===== config.mk =====
export PLATFORM = sky130hd
export DESIGN_NAME = cxu_arbiter
export DESIGN_NICKNAME = d
export VERILOG_FILES = /design/src/rtl/cxu_arb_pkg.sv /design/src/rtl/cxu_arb_id_fifo.sv /design/src/rtl/cxu_arbiter.sv
export SDC_FILE = /design/constraint.sdc
export NUM_CORES = 1
export LEC_CHECK = 0
export ABC_CLOCK_PERIOD_IN_PS = 7500
export BUFFER_PORTS_ARGS = -buffer_cell sky130_fd_sc_hd__buf_2
export CORE_AREA = 5 5 154 156
export CTS_BUF_LIST = sky130_fd_sc_hd__clkbuf_16
export DETAILED_ROUTE_END_ITERATION = 12
export DIE_AREA = 0 0 159 161
export PLACE_DENSITY_LB_ADDON = 0.15
export SYNTH_ARGS = -nofsm -noshare
export SYNTH_HDL_FRONTEND = slang
export SYNTH_HIERARCHICAL = 1
export SYNTH_SLANG_ARGS = --single-unit
export TNS_END_PERCENT = 1

===== constraint.sdc =====
create_clock -name clk -period 7.5 [get_ports clk]
set_clock_uncertainty 0.1 [all_clocks]
set_input_delay 1.125 -clock clk [delete_from_list [all_inputs] [get_ports clk]]
set_output_delay 1.125 -clock clk [all_outputs]
set_load 0.005 [all_outputs]

===== src/rtl/cxu_arb_pkg.sv =====
// ---------------------------------------------------------------------------
// cxu_arb_pkg
//   Shared types and helpers for the CXU arbiter:
//     id_t              requester ID carried through the in-flight ID FIFO
//     rr_pick()         round-robin grant selection
//     check_param_*()   elaboration-time parameter legality checks
// ---------------------------------------------------------------------------
package cxu_arb_pkg;

    // Largest legal requester count; id_t is sized for it so one type serves
    // every instance regardless of its N_REQ.
    localparam int MAX_N_REQ = 16;
    localparam int ID_W      = $clog2(MAX_N_REQ);

    typedef logic [ID_W-1:0] id_t;

    function automatic bit check_param_range(input int val, input int lo, input int hi);
        return (val >= lo) && (val <= hi);
    endfunction

    function automatic bit check_param_pos2exp(input int val);
        return (val > 0) && ((val & (val - 1)) == 0);
    endfunction

    // First requester with its valid set, scanning upward from ptr and
    // wrapping at n. Returns ptr when nothing is valid (the caller gates on
    // any-valid, so that value is never acted upon).
    function automatic id_t rr_pick(input logic [MAX_N_REQ-1:0] valid,
                                    input id_t                  ptr,
                                    input int                   n);
        id_t pick;
        bit  found;
        int  idx;
        pick  = ptr;
        found = 1'b0;
        for (int k = 0; k < MAX_N_REQ; k++) begin
            if (!found && (k < n)) begin
                idx = (int'(ptr) + k) % n;
                if (valid[idx[ID_W-1:0]]) begin
                    pick  = id_t'(idx);
                    found = 1'b1;
                end
            end
        end
        return pick;
    endfunction

endpackage


===== src/rtl/cxu_arb_id_fifo.sv =====
// ---------------------------------------------------------------------------
// cxu_arb_id_fifo
//   In-order FIFO of requester IDs for requests in flight at the shared CXU.
//   Ports:
//     clk, rst_n   clock / asynchronous active-low reset
//     push_i       push push_id_i (ignored when full)
//     push_id_i    requester ID to enqueue
//     pop_i        drop the head entry (ignored when empty)
//     head_o       oldest in-flight requester ID
//     full_o       count == DEPTH
//     empty_o      count == 0
//     count_o      current occupancy
// ---------------------------------------------------------------------------
module cxu_arb_id_fifo
    import cxu_arb_pkg::*;
#(
    parameter  int DEPTH = 4,
    localparam int CNT_W = $clog2(DEPTH + 1)
) (
    input  logic             clk,
    input  logic             rst_n,
    input  logic             push_i,
    input  id_t              push_id_i,
    input  logic             pop_i,
    output id_t              head_o,
    output logic             full_o,
    output logic             empty_o,
    output logic [CNT_W-1:0] count_o
);

    localparam int PTR_W = (DEPTH > 1) ? $clog2(DEPTH) : 1;

    id_t              mem_q [DEPTH];
    logic [PTR_W-1:0] wr_ptr_q, wr_ptr_d;
    logic [PTR_W-1:0] rd_ptr_q, rd_ptr_d;
    logic [CNT_W-1:0] count_q, count_d;
    logic             do_push, do_pop;

    function automatic logic [PTR_W-1:0] ptr_inc(input logic [PTR_W-1:0] p);
        return (p == PTR_W'(DEPTH - 1)) ? '0 : p + 1'b1;
    endfunction

    assign full_o  = (count_q == CNT_W'(DEPTH));
    assign empty_o = (count_q == '0);
    assign count_o = count_q;
    assign head_o  = mem_q[rd_ptr_q];
    assign do_push = push_i && !full_o;
    assign do_pop  = pop_i && !empty_o;

    // NOTE: every signal written in always_comb gets a default first; a path
    // that leaves it unassigned would infer a latch.
    always_comb begin
        wr_ptr_d = wr_ptr_q;
        rd_ptr_d = rd_ptr_q;
        count_d  = count_q;
        if (do_push) wr_ptr_d = ptr_inc(wr_ptr_q);
        if (do_pop)  rd_ptr_d = ptr_inc(rd_ptr_q);
        case ({do_push, do_pop})
            2'b10:   count_d = count_q + 1'b1;
            2'b01:   count_d = count_q - 1'b1;
            default: count_d = count_q;
        endcase
    end

    // NOTE: sequential state uses non-blocking (<=) so every register
    // samples pre-edge values, independent of block ordering.
    always_ff @(posedge clk or negedge rst_n) begin
        if (!rst_n) begin
            wr_ptr_q <= '0;
            rd_ptr_q <= '0;
            count_q  <= '0;
        end else begin
            wr_ptr_q <= wr_ptr_d;
            rd_ptr_q <= rd_ptr_d;
            count_q  <= count_d;
        end
    end

    // NOTE: the storage array is deliberately not reset; entries are only
    // read behind count/pointers, which are reset, so it maps to plain flops
    // or RAM without a reset network.
    always_ff @(posedge clk) begin
        if (do_push) mem_q[wr_ptr_q] <= push_id_i;
    end

endmodule


===== src/rtl/cxu_arbiter.sv =====
// ---------------------------------------------------------------------------
// cxu_arbiter
//   Shares one downstream CXU among N_REQ requesters. Requests are granted
//   round-robin with a zero-cycle combinational path; the granted requester
//   ID is queued in an in-order FIFO and used to route each in-order CXU
//   response back to its owner.
//   Ports:
//     clk, rst_n       clock / asynchronous active-low reset
//     req_valid/ready  per-requester request handshake
//     req_data         per-requester request payloads
//     cxu_req_*        request channel to the shared CXU
//     cxu_resp_*       response channel from the shared CXU
//     resp_valid       one-hot response valid to the owning requester
//     resp_ready       per-requester response accept
//     resp_data        response payload, broadcast
//     grant_cnt        per-requester accepted-request counters
//   Optional feature macro: CXU_ARB_STATS_EN (adds grant_cnt and counters).
// ---------------------------------------------------------------------------
module cxu_arbiter
    import cxu_arb_pkg::*;
#(
    parameter int N_REQ   = 4,
    parameter int REQ_W   = 64,
    parameter int RESP_W  = 33,
    parameter int MAX_OUT = 4
) (
    input  logic                         clk,
    input  logic                         rst_n,
    input  logic [N_REQ-1:0]             req_valid,
    output logic [N_REQ-1:0]             req_ready,
    input  logic [N_REQ-1:0][REQ_W-1:0]  req_data,
    output logic                         cxu_req_valid,
    input  logic                         cxu_req_ready,
    output logic [REQ_W-1:0]             cxu_req_data,
    input  logic                         cxu_resp_valid,
    output logic                         cxu_resp_ready,
    input  logic [RESP_W-1:0]            cxu_resp_data,
    output logic [N_REQ-1:0]             resp_valid,
    input  logic [N_REQ-1:0]             resp_ready,
    output logic [RESP_W-1:0]            resp_data
`ifdef CXU_ARB_STATS_EN
    ,
    output logic [N_REQ-1:0][31:0]       grant_cnt
`endif
);

    localparam int CNT_W = $clog2(MAX_OUT + 1);

    if (!check_param_range(N_REQ, 2, MAX_N_REQ)) begin : g_bad_n_req
        $error("cxu_arbiter: N_REQ must be in [2,16]");
    end
    if (!check_param_pos2exp(MAX_OUT)) begin : g_bad_max_out
        $error("cxu_arbiter: MAX_OUT must be a positive power of two");
    end

    logic                 run_q;
    id_t                  rr_ptr_q, rr_ptr_d;
    id_t                  grant, head;
    logic [MAX_N_REQ-1:0] valid_pad;
    logic                 any_valid;
    logic                 fifo_full, fifo_empty;
    logic [CNT_W-1:0]     fifo_count;
    logic                 req_hs, resp_hs;

    // Request side ---------------------------------------------------------
    always_comb begin
        valid_pad              = '0;
        valid_pad[N_REQ-1:0]   = req_valid;
        any_valid              = |req_valid;
        grant                  = rr_pick(valid_pad, rr_ptr_q, N_REQ);
    end

    // Gating uses only the registered FIFO count, so a same-cycle response
    // pop can never open the request side combinationally.
    always_comb begin
        cxu_req_valid = run_q && any_valid && !fifo_full;
        cxu_req_data  = '0;
        req_ready     = '0;
        for (int i = 0; i < N_REQ; i++) begin
            if (grant == id_t'(i)) begin
                cxu_req_data = req_data[i];
                req_ready[i] = cxu_req_valid && cxu_req_ready;
            end
        end
        req_hs = cxu_req_valid && cxu_req_ready;
    end

    // The pointer moves only on a handshake, so a held request keeps its
    // grant and every requester is reached within N_REQ handshakes.
    always_comb begin
        rr_ptr_d = rr_ptr_q;
        if (req_hs) begin
            rr_ptr_d = (grant == id_t'(N_REQ - 1)) ? '0 : grant + 1'b1;
        end
    end

    // Response side --------------------------------------------------------
    always_comb begin
        resp_valid     = '0;
        cxu_resp_ready = 1'b0;
        for (int i = 0; i < N_REQ; i++) begin
            if (head == id_t'(i)) begin
                resp_valid[i]  = cxu_resp_valid && !fifo_empty;
                cxu_resp_ready = resp_ready[i] && !fifo_empty;
            end
        end
        resp_data = cxu_resp_data;
        resp_hs   = cxu_resp_valid && cxu_resp_ready;
    end

    // run_q holds the request outputs low while reset is asserted (and for
    // the first edge after release) without routing rst_n into logic.
    always_ff @(posedge clk or negedge rst_n) begin
        if (!rst_n) begin
            run_q    <= 1'b0;
            rr_ptr_q <= '0;
        end else begin
            run_q    <= 1'b1;
            rr_ptr_q <= rr_ptr_d;
        end
    end

    cxu_arb_id_fifo #(
        .DEPTH (MAX_OUT)
    ) u_id_fifo (
        .clk       (clk),
        .rst_n     (rst_n),
        .push_i    (req_hs),
        .push_id_i (grant),
        .pop_i     (resp_hs),
        .head_o    (head),
        .full_o    (fifo_full),
        .empty_o   (fifo_empty),
        .count_o   (fifo_count)
    );

`ifdef CXU_ARB_STATS_EN
    logic [N_REQ-1:0][31:0] grant_cnt_q, grant_cnt_d;

    always_comb begin
        grant_cnt_d = grant_cnt_q;
        for (int i = 0; i < N_REQ; i++) begin
            if (req_hs && (grant == id_t'(i))) grant_cnt_d[i] = grant_cnt_q[i] + 32'd1;
        end
    end

    always_ff @(posedge clk or negedge rst_n) begin
        if (!rst_n) grant_cnt_q <= '0;
        else        grant_cnt_q <= grant_cnt_d;
    end

    assign grant_cnt = grant_cnt_q;
`endif

    // A response with nothing in flight means the CXU and arbiter disagree.
    a_resp_needs_inflight: assert property (
        @(posedge clk) disable iff (!rst_n) !(cxu_resp_valid && fifo_empty));

    a_count_bounded: assert property (
        @(posedge clk) disable iff (!rst_n) fifo_count <= CNT_W'(MAX_OUT));

endmodule

; Word-level counts from Yosys, hierarchy flattened
; Memories as Yosys holds them, arrays and structs flattened.
; Index checks and enable logic that the tools add are counted.
[word_totals]
n_memories = 1
ramBits = 16
in_bits = 301
word_cells = 95
regBits = 12
[op_classes]
bitwise = 3
order_cmp = 4
eq_ne = 11
mux = 42
addsub = 8
n_reduce_logical = 21
[memory_table]
columns = name, depth, width, rd, rd_ports_with_merged_regs, write_ports, line_no
row1 = u_id_fifo.mem_q, 4, 4, 1, 0, 1, cxu_arb_id_fifo.sv:33  ; id_t mem_q [DEPTH];
[ops]
columns = operator, count
row1 = 2-to-1 mux 64 bit, 4
row2 = 2-to-1 mux 4 bit, 8
row3 = 2-to-1 mux 1 bit, 23
row4 = == test 4 x 2 -> 1 bit (second input constant), 4
row5 = < comparator 4 x 5 -> 1 bit (second input constant), 3
row6 = logical AND 1 bit, 11
row7 = binary-select mux 1 bit (select 3 bit), 3
row8 = == test 4 x 1 -> 1 bit (second input constant), 2
row9 = zero test 4 bit, 2
row10 = adder 2 x 1 -> 2 bit (second input constant), 3
row11 = == test 2 bit (second input constant), 3
row12 = case mux 3 bit (2 select lines), 1
row13 = OR reduction 2 bit, 3
row14 = < comparator 2 x 5 -> 1 bit (second input constant), 1
row15 = adder 2 bit (second input constant), 2
row16 = adder 4 x 1 -> 4 bit (second input constant), 1
row17 = 2-to-1 mux 2 bit, 2
row18 = OR reduction 4 bit, 1
row19 = adder 3 x 1 -> 3 bit (second input constant), 1
row20 = AND 1 bit (first input constant), 3
row21 = == test 3 bit (second input constant), 1
row22 = zero test 3 bit, 1
row23 = subtractor 3 x 1 -> 3 bit (second input constant), 1
row24 = binary-select mux 1 bit (select 2 bit), 1
row25 = 3 further kinds, 4

; Longest topological paths before layout
; Gate-level depths: netlist of the first run.
[logic_depth]
word_depth = 16
depth_mapped = 12
depth_no_buf = 11

; By module
; Netlist of the first run, hierarchy kept.
[modules_own_cells]
columns = mod, area_per_inst_um2, n_inst, cells_each, seq_area_each_um2
row1 = cxu_arbiter, 2955.3, 1, 457, 125.1
row2 = cxu_arb_id_fifo, 1057.3, 1, 62, 655.6

; Least setup slack after synthesis of the first run
; Ideal clock, no wire load.
[synth_path]
kind = input-to-output
from = in req_valid[1]
to = out cxu_req_data[10]
path_slack_ps = 3367
n_path_buf = 2
path_stages = 10
arrival_ps = 2908
required_time_ps = 6275
path_cell_list = or3_1 o211ai_1 inv_1 ha_1 nor2b_1 buf_4 buf_6 a221oi_1 a211o_1 a21oi_1
[synth_between]
elab_cells_between_ends = 28
[synth_rtl]
columns = element, line_no
row1 = "start, declared", cxu_arbiter.sv:29  ; input logic [N_REQ-1:0] req_valid,
row2 = binary-select mux 1 bit (select 3 bit) or binary-select mux 1 bit (select 2 bit) (tied branches), cxu_arb_pkg.sv:39  ; if (valid[idx[ID_W-1:0]]) begin
row3 = 2-to-1 mux 1 bit (not written as such), cxu_arb_pkg.sv:39
row4 = 2-to-1 mux 4 bit or 2-to-1 mux 1 bit (tied branches), cxu_arb_pkg.sv:39
row5 = 2-to-1 mux 4 bit, cxu_arb_pkg.sv:37  ; if (!found && (k < n)) begin
row6 = 2-to-1 mux 4 bit, cxu_arb_pkg.sv:39
row7 = 2-to-1 mux 4 bit, cxu_arb_pkg.sv:37
row8 = 2-to-1 mux 4 bit, cxu_arb_pkg.sv:39
row9 = 2-to-1 mux 4 bit *, cxu_arb_pkg.sv:37
row10 = net grant[0], cxu_arbiter.sv:58  ; id_t grant, head;
row11 = zero test 4 bit, cxu_arbiter.sv:80  ; if (grant == id_t'(i)) begin
row12 = 2-to-1 mux 64 bit (3 in series), cxu_arbiter.sv:80
row13 = 2-to-1 mux 64 bit *, cxu_arbiter.sv:80
row14 = "end, declared", cxu_arbiter.sv:34  ; output logic [REQ_W-1:0] cxu_req_data,
; The timed path passes the listed nets; every way through them passes the cells marked *. The select of a mux whose other input is x is not followed.

; Worst setup path in the final report of the first run
[layout_path]
from = in req_valid[0]
to = out cxu_req_data[53]
; The elaborated chain is that of the path after synthesis.

==> results of run 1 <==
## power by group through the flow
stage | registers [mW] | logic [mW] | clock network, mW
after floorplan | 0.232 | 0.969 | 0
after global placement | 0.250 | 1.49 | 0
after detailed placement | 0.249 | 1.49 | 0
after CTS | 0.247 | 1.49 | 0.163
after global routing | 0.254 | 1.63 | 0.169
final | 0.246 | 1.46 | 0.158
## kinds of logic (layout without fill, tap and decap cells)
family | count (synthesis) | in the layout | share of synthesized area
mux | 9 | 9 | 0.04116
compound gates | 204 | 204 | 0.3786
fa+ha+maj | 11 | 11 | 0.03617
simple gates | 104 | 104 | 0.1338
other cells | 1 | 3 | 0.0009346
flops | 28 | 28 | 0.1946
buf+inv | 159 | 427 | 0.2083
xor+xnor | 3 | 3 | 0.006549
## placed cells by master (no fill, tap or decap), drive strengths merged, types with 4 or more instances in the layout
| master | netlist | final |
|---|---|---|
| and3 | 5 | 5 |
| and2 | 9 | 9 |
| dfrtp | 12 | 12 |
| a211o | 64 | 64 |
| edfxtp | 16 | 16 |
| mux4 | 5 | 5 |
| buf | 61 | 347 |
| a21oi | 67 | 67 |
| nor2b | 5 | 5 |
| a221oi | 64 | 64 |
| inv | 76 | 76 |
| nor2 | 4 | 4 |
| mux2 | 4 | 4 |
| nor3b | 5 | 5 |
| ha | 10 | 10 |
| nand2 | 68 | 68 |
## metal layers
metal | track usage | up-vias | part of all wire | routed length (um)
met2 | 0.2847 | 209 | 0.52 | 11330
met4 | 0.01241 | 0 | 0.0071 | 154
met1 | 0.1808 | 2267 | 0.38 | 8239
met5 | 0 | - | 0 | 0
li1 | - | 2399 | - | -
met3 | 0.04593 | 10 | 0.088 | 1911
## worst paths after layout
path	cells after the start	slack, ns	endpoint
max reg2reg	11	4.43	u_id_fifo/count_o[2]$_DFFE_PN0P_
min reg2reg	1	0.44	rr_ptr_q[2]$_DFFE_PN0P_
max	12	2.02	cxu_req_data[53]
min	1	0.44	rr_ptr_q[2]$_DFFE_PN0P_
max in group asynchronous	1	6.40	u_id_fifo/rd_ptr_q[1]$_DFFE_PN0P_
min in group asynchronous	1	0.65	u_id_fifo/count_o[0]$_DFFE_PN0P_
## synth_stat cells (4+ instances only)
cell type / count
nor2b_1: 4
ha_1: 10
and2_2: 4
and2_1: 5
buf_4: 35
nor3b_1: 4
and3_1: 5
a21oi_1: 67
a221oi_1: 64
nor2_1: 4
clkbuf_1: 22
edfxtp_1: 16
nand2_1: 68
inv_1: 75
dfrtp_1: 12
mux4_2: 5
buf_6: 12
buf_2: 14
a211o_1: 64
## area by class of cell
type                       instances  area [um2]
sequential                        28       780.7
tap                              285       356.6
antenna                            2       5.005
clock buffer                       3       75.07
timing repair buffer             347        1764
multi-input combinational        332        2432
fill                            2553       16500
clock inverter                     1       30.03
inverter                          76       285.3
## stage by stage
| step | power, mW | hold slack [ns] | instance area, um2 |
|---|---|---|---|
| finish | 1.865 | 0.4369 | 5729 |
| global route | 2.054 | 0.4661 | 5724 |
| CTS | 1.901 | 0.4390 | 5724 |
| detailed placement | 1.736 | 0.4223 | 5619 |
| global placement | 1.742 | 0.4205 | 5619 |
| floorplan | 1.202 | 0.3824 | 4013 |
## sequential cells by signal, summed over array words and instances, names as in the netlist
name,count
rr_ptr_q,4
run_q,1
u_id_fifo/count_o,3
u_id_fifo/mem_q,16
u_id_fifo/rd_ptr_q,2
u_id_fifo/wr_ptr_q,2
## critical path, cell delays in order
cell and delay (ns):
buf_2 0.14, nor2b_1 0.18, a21oi_1 0.06, o211ai_1 0.41
inv_1 0.24, ha_2 0.27, nor2b_4 0.54, buf_4 0.43
a221oi_1 0.14, a211o_1 0.31, a21oi_1 0.20, buf_2 0.16
==> results list, run 1 <==
- Post-route setup TNS: 0 ns
- The die is 159 um wide.
- Clock network power share: 0.085
- The congestion estimate from routability-driven global placement came to 0.8563.
- 408 I/O pins were placed.
- The synthesized design spends more area on one cell type than any other, namely a211o_1.
- Nets in the synthesized netlist: 831
* Worst-case clock buffer depth: 2
- Once layout is complete, the cells apart from fillers number 1074.
- Die Footprint: 25600 um2
- STA classifies the critical path startpoint as a primary input.
- Entering global routing, the biggest net connects 83 pins.
* Post-synth design cell area: 4013 um2
- Cell at the root of the clock tree: clkbuf_16
- Portion of the clock cycle consumed by the worst path in the final layout: 0.7307
- Post-layout utilization of the core: 0.2578
- Layout overhead on the synthesized area: 42.78%
- Crit end category: primary output
- Internal Dissipation: 1.005 mW
- Count of placed standard cells including taps: 1068
- Starting density of the core: 0.1805
- The number of global-route vias before repair was 5049.
* Max FO, Critical Path: 26
* Slew at the pin closest to its max-slew limit: 0.9039 ns
* Max-capacitance violation count: 0
* Final period demand of the worst path: 5.480 ns
* Site row count: 55
- The first detailed-routing pass ran for 7 iterations.
- Highest ir drop seen on vdd: 0.1046 mV
- CTS H-tree depth: 1
- In this run the most critical hold path is launched from rr_ptr_q[2]$_DFFE_PN0P_.
* Placeable core region: 22230 um2
- Portion of total power attributed to combinational logic: 0.783
- Number of synthesized flops with an enable pin: 16
- Quantity of hold-fixing buffers added after cts: 0
* Worst Hold Class: flip-flop to flip-flop
- Final Net Count: 1100
- The clock drives 28 sinks.
- The analysis attributes to net switching a power of 0.8603 mW.
- Power density relative to cell area: 325.6 nW/um2
- Dominant register cell in the synthesized netlist: edfxtp_1
- In this run, CTS created clock tree buffers numbering 3.
* Unique cell type count in the Yosys netlist: 42
* Register bit total from synthesis: 28
* Startpoint of the worst setup timing path: req_valid[0]
* Cell types with the largest area share after synthesis: a211o_1 (14%), a221oi_1 (14%), edfxtp_1 (12%)
- Via density: 4.548
* Fmax: 182.5 MHz
- Once the clock tree was built, the setup fixing pass inserted 0 buffers.
- Worst path arrival time: 4.26 ns
- Sum of routed wire length over all layers: 21.64 mm
- The share of total power dissipated in sequential elements is 0.132.
- Post-DR wirelength/cell: 20.15 um
- Vertical die dimension: 161 um
- In this run, the number of DRC markers left after iteration 0 of detailed routing was 232.
- The startpoint identified for the worst register-to-register timing path is u_id_fifo/rd_ptr_q[0]$_DFFE_PN0P_.
- The final max-slew violation count was 0.
- For this run, the number of Yosys warnings is 6.
- Min setup slack post-route: 2.020 ns
- Final antenna-violating net count: 0
- The routed layout has 4885 vias.
* Headroom to the max-slew limit: 0.3974
- Switching share of power: 0.4612
* Worst Setup Path Type: primary input to primary output
- Averaged over all synthesized cells, the footprint is 7.731 um2.
- For this run, the total global-route usage over all layers was measured as 0.1531.
- Port buffer count: 341
- Critical path data required time: 6.27 ns
- After clock tree synthesis, the clock-pin slew on the worst setup and hold paths is 0.07 ns.
- Endpoints failing setup: 0
- Prior to clock tree synthesis, the placed netlist has a worst setup slack of 1.933 ns.
* Proportion of register bits with asynchronous set or reset after synthesis: 0.4286
* Outcome: finished, final reports clean
* Seq/Total Area, Yosys: 0.1946
* Synthesized instance count: 519
- Setup repair after global routing left no endpoint under its margin.
- Detailed placement finished with a half-perimeter wire length of 17.62 mm.
- In the final layout, the share of cells above drive strength 1 is 0.4778.
* Worst-Skew Late Latency: 0.26 ns
- After detailed routing, the number of remaining DRC violations is 0.
- Initial antenna violation count: 2
- Hold violation count in the final report: 0
* CTS tree: built
- Of the post-synthesis cell area, the dominant cell type holds 0.1397.
* Static Leakage: 3.006 nW
- Post_cts resized: 0
- First-pass GRT wire length: 31.17 mm
- The total overflow left after global routing is 0.
(Power assumes the default switching activity.)
==> inputs of run 2 (changes only) <==
--- a/config.mk
+++ b/config.mk
@@ -5,12 +5,12 @@
 export SDC_FILE = /design/constraint.sdc
 export NUM_CORES = 1
 export LEC_CHECK = 0
-export ABC_CLOCK_PERIOD_IN_PS = 7500
+export ABC_CLOCK_PERIOD_IN_PS = 4500
 export BUFFER_PORTS_ARGS = -buffer_cell sky130_fd_sc_hd__buf_2
-export CORE_AREA = 5 5 154 156
+export CORE_AREA = 5 5 155 157
 export CTS_BUF_LIST = sky130_fd_sc_hd__clkbuf_16
 export DETAILED_ROUTE_END_ITERATION = 12
-export DIE_AREA = 0 0 159 161
+export DIE_AREA = 0 0 160 162
 export PLACE_DENSITY_LB_ADDON = 0.15
 export SYNTH_ARGS = -nofsm -noshare
 export SYNTH_HDL_FRONTEND = slang
==> constraint.sdc (replaced) <==
create_clock -name clk -period 4.5 [get_ports clk]
set_clock_uncertainty 0.1 [all_clocks]
set_input_delay 0.675 -clock clk [delete_from_list [all_inputs] [get_ports clk]]
set_output_delay 0.675 -clock clk [all_outputs]
set_load 0.005 [all_outputs]
==> results list, run 2 (synthesized netlist as in run 1, its figures left out) <==
* Placeable core region: 22370 um2 (+0.62%)
- Delay contributed by the slowest stage of the critical path: 0.41 ns (-0.13 ns)
- Count of placed standard cells including taps: 1073 (+0.47%)
* Vertical die dimension: 162 um (+0.62%)
* Hold violation count in the final report: 0 (unchanged)
- The initial core utilization is 0.1794 (-0.001111).
- Cell at the root of the clock tree: clkbuf_16
- Post-route setup TNS: 0 ns (unchanged)
- Layout overhead on the synthesized area: 45.59%
* Count of non-filler cells in the finished layout: 1079 (+0.47%)
* DRC errors left: 0 (unchanged)
- The number of core rows was 55 (unchanged).
- The number of nets with antenna violations after detailed routing came to 0 (unchanged).
* Total clock buffers created by CTS: 3 (unchanged)
- Clock transition time at the flip-flop clock pins of the worst setup and hold paths: 0.07 ns (about the same)
* Worst-case clock buffer depth: 2 (unchanged)
* CTS H-tree depth: 1 (unchanged)
- The initial antenna violation count is 4 (+2).
- The number of cells upsized or downsized after cts is 0 (unchanged).
* Worst Hold Class: primary input to asynchronous set/reset pin
- The total routed wirelength was 21.25 mm (-1.8%).
* Portion of the clock cycle consumed by the worst path in the final layout: 0.9042
- The power density relative to cell area came to 544.9 nW/um2 (+67%).
- Worst Setup Path Type: primary input to primary output
- Post-DR wirelength/cell: 19.70 um (-2.2%)
- Subtracting the final worst setup slack from the clock period gives 4.069 ns.
* Total stage count of the critical path: 12 (unchanged)
- The number of maximum-capacitance constraint violations was 0 (unchanged).
- TritonCTS built the clock tree.
- The slowest stage of the critical path is the o211ai_1 cell.
- Internal reg-to-reg setup slack: 1.43 ns (-3.00 ns)
* Endpoints failing setup: 0 (unchanged)
- The routed via count divided by cell count was 4.592 (+0.96%).
- The number of placed I/O pins was 408 (unchanged).
* Total via count after detailed routing: 4955 (+1.4%)
- Global-route usage over all layers: 0.1490 (-0.004098)
- The DRC violation total after the first TritonRoute iteration is 334 (+44%).
* Tot Pwr: 3.183 mW (+71%)
* Worst path arrival time: 3.29 ns (-0.97 ns)
- The flow ran to the end, and the final reports show no timing, DRC or antenna violations.
- The worst ir drop on vdd came to 0.2144 mV (+100%).
- Crit path launch type: primary input
- Slew Limit Fails: 0 (unchanged)
- Worst R2R Path Depth: 11 (unchanged)
- The fill cell total of the finished layout came to 2514 (-1.5%).
- The number of global-route vias before repair was 4795 (-5.0%).
- The wire length of the first global-routing pass is 30.31 mm (-2.8%).
- The transition time of the tightest slew-check pin was 0.5997 ns (-0.3042 ns).
- STA classifies the critical path endpoint as a primary output.
- Grouping stages by cell kind, the critical path spends the most delay in compound AO/OA/AOI/OAI gates.
- The total number of nets in the final design was 1105 (+0.45%).
- The buffer count from post-CTS setup fixing is 0 (unchanged).
- The number of flip-flops in the largest register came to 16 (unchanged).
- Most flops, register: u_id_fifo/mem_q
* Fraction of final layout cells with drive strength greater than 1: 0.4811 (+0.003297)
* GP Congestion: 0.8922 (+4.2%)
* Worst-Skew Late Latency: 0.26 ns (about the same)
- The static power due to leakage was 3.053 nW (+1.5%).
- The total of buffers placed on input and output ports is 341 (unchanged).
- The post-route core utilization came to 0.2612 (+0.003449).
- The data required time at the worst endpoint was 3.72 ns (-2.55 ns).
* Number of detailed-route iterations in the first pass: 6 (-1)
- The total buffers and inverters traversed by the critical path was 4 (unchanged).
- The clock sink count was 28 (unchanged).
* Placed wire-length estimate after detailed placement: 17.41 mm (-1.2%)
- The largest net degree at the start of global routing came to 66 (-20%).
- Most frequent standard cell in the layout excluding fill and tap cells: buf_2
* Commonest cells after routing, fill and taps aside: buf_2 (341), inv_1 (75), nand2_1 (68)
- Headroom to the max-slew limit: 0.6002 (+0.2028)
- Sum of overflow across all layers after global routing: 0 (unchanged)
- Max FO, Critical Path: 32 (+23%)
- Setup repair after global routing left no endpoint under its margin.
* Cell breakdown of the critical path: buf_2 > nor2b_1 > a21oi_1 > o211ai_1 > inv_1 > ha_2 > nor2b_4 > buf_4 > a221oi_1 > a211o_1 > a21oi_1 > buf_2
- The die footprint came to 25920 um2 (+1.3%).
- Based on the critical path, the design can be clocked at up to 245.8 MHz.
- The hold buffer count at CTS is 0 (unchanged).
* Die boundary width: 160 um (+0.63%)
[run 2: cell count changes in the layout (fill, tap and decap cells not counted), sizes merged]
cell / delta
buf: +5
[run 2: path summary, 6_finish.rpt]
kind / startpoint / to
min reg2reg: u_id_fifo/count_o[2]$_DFFE_PN0P_ / u_id_fifo/count_o[2]$_DFFE_PN0P_
min in group clk: u_id_fifo/count_o[2]$_DFFE_PN0P_ / u_id_fifo/count_o[2]$_DFFE_PN0P_
min: rst_n / u_id_fifo/wr_ptr_q[0]$_DFFE_PN0P_
max in group asynchronous: rst_n / u_id_fifo/count_o[2]$_DFFE_PN0P_
max: req_valid[0] / cxu_req_data[45]
max reg2reg: u_id_fifo/rd_ptr_q[0]$_DFFE_PN0P_ / u_id_fifo/count_o[2]$_DFFE_PN0P_
[run 2: area by class of cell]
class / instances / area, um2 / share of cell area
multi-input cells: 332 / 2432 / 0.4164
repair buffers: 352 / 1877 / 0.3213
flip-flops and latches: 28 / 780.7 / 0.1336
well taps: 285 / 356.6 / 0.06104
inverters: 76 / 285.3 / 0.04883
clock buffers: 3 / 75.07 / 0.01285
clock inverters: 1 / 30.03 / 0.005140
diodes: 2 / 5.005 / 0.0008567
[run 2: stage by stage]
step / setup slack (ns) / area (um2) / hold WS (ns)
after floorplan: 1.267 / 4013 / 0.2794
after global placement: 0.4387 / 5732 / 0.4094
after detailed placement: 0.4127 / 5732 / 0.4044
after CTS: 0.4063 / 5837 / 0.2209
after global routing: 0.2096 / 5842 / 0.2385
final: 0.4313 / 5842 / 0.2130
[run 2: metal layers]
layer	vias up	track usage	wire length [um]
met4	2	0.01330	122
li1	2406	-	-
met3	12	0.06445	2453
met1	2296	0.1776	7926
met5	-	0	7
met2	239	0.2595	10740
[run 2: report_power, final]
part           switching, mW  internal (mW)
registers             0.0717          0.337
logic                   1.29           1.22
clock network         0.0873          0.177
total                   1.45           1.74
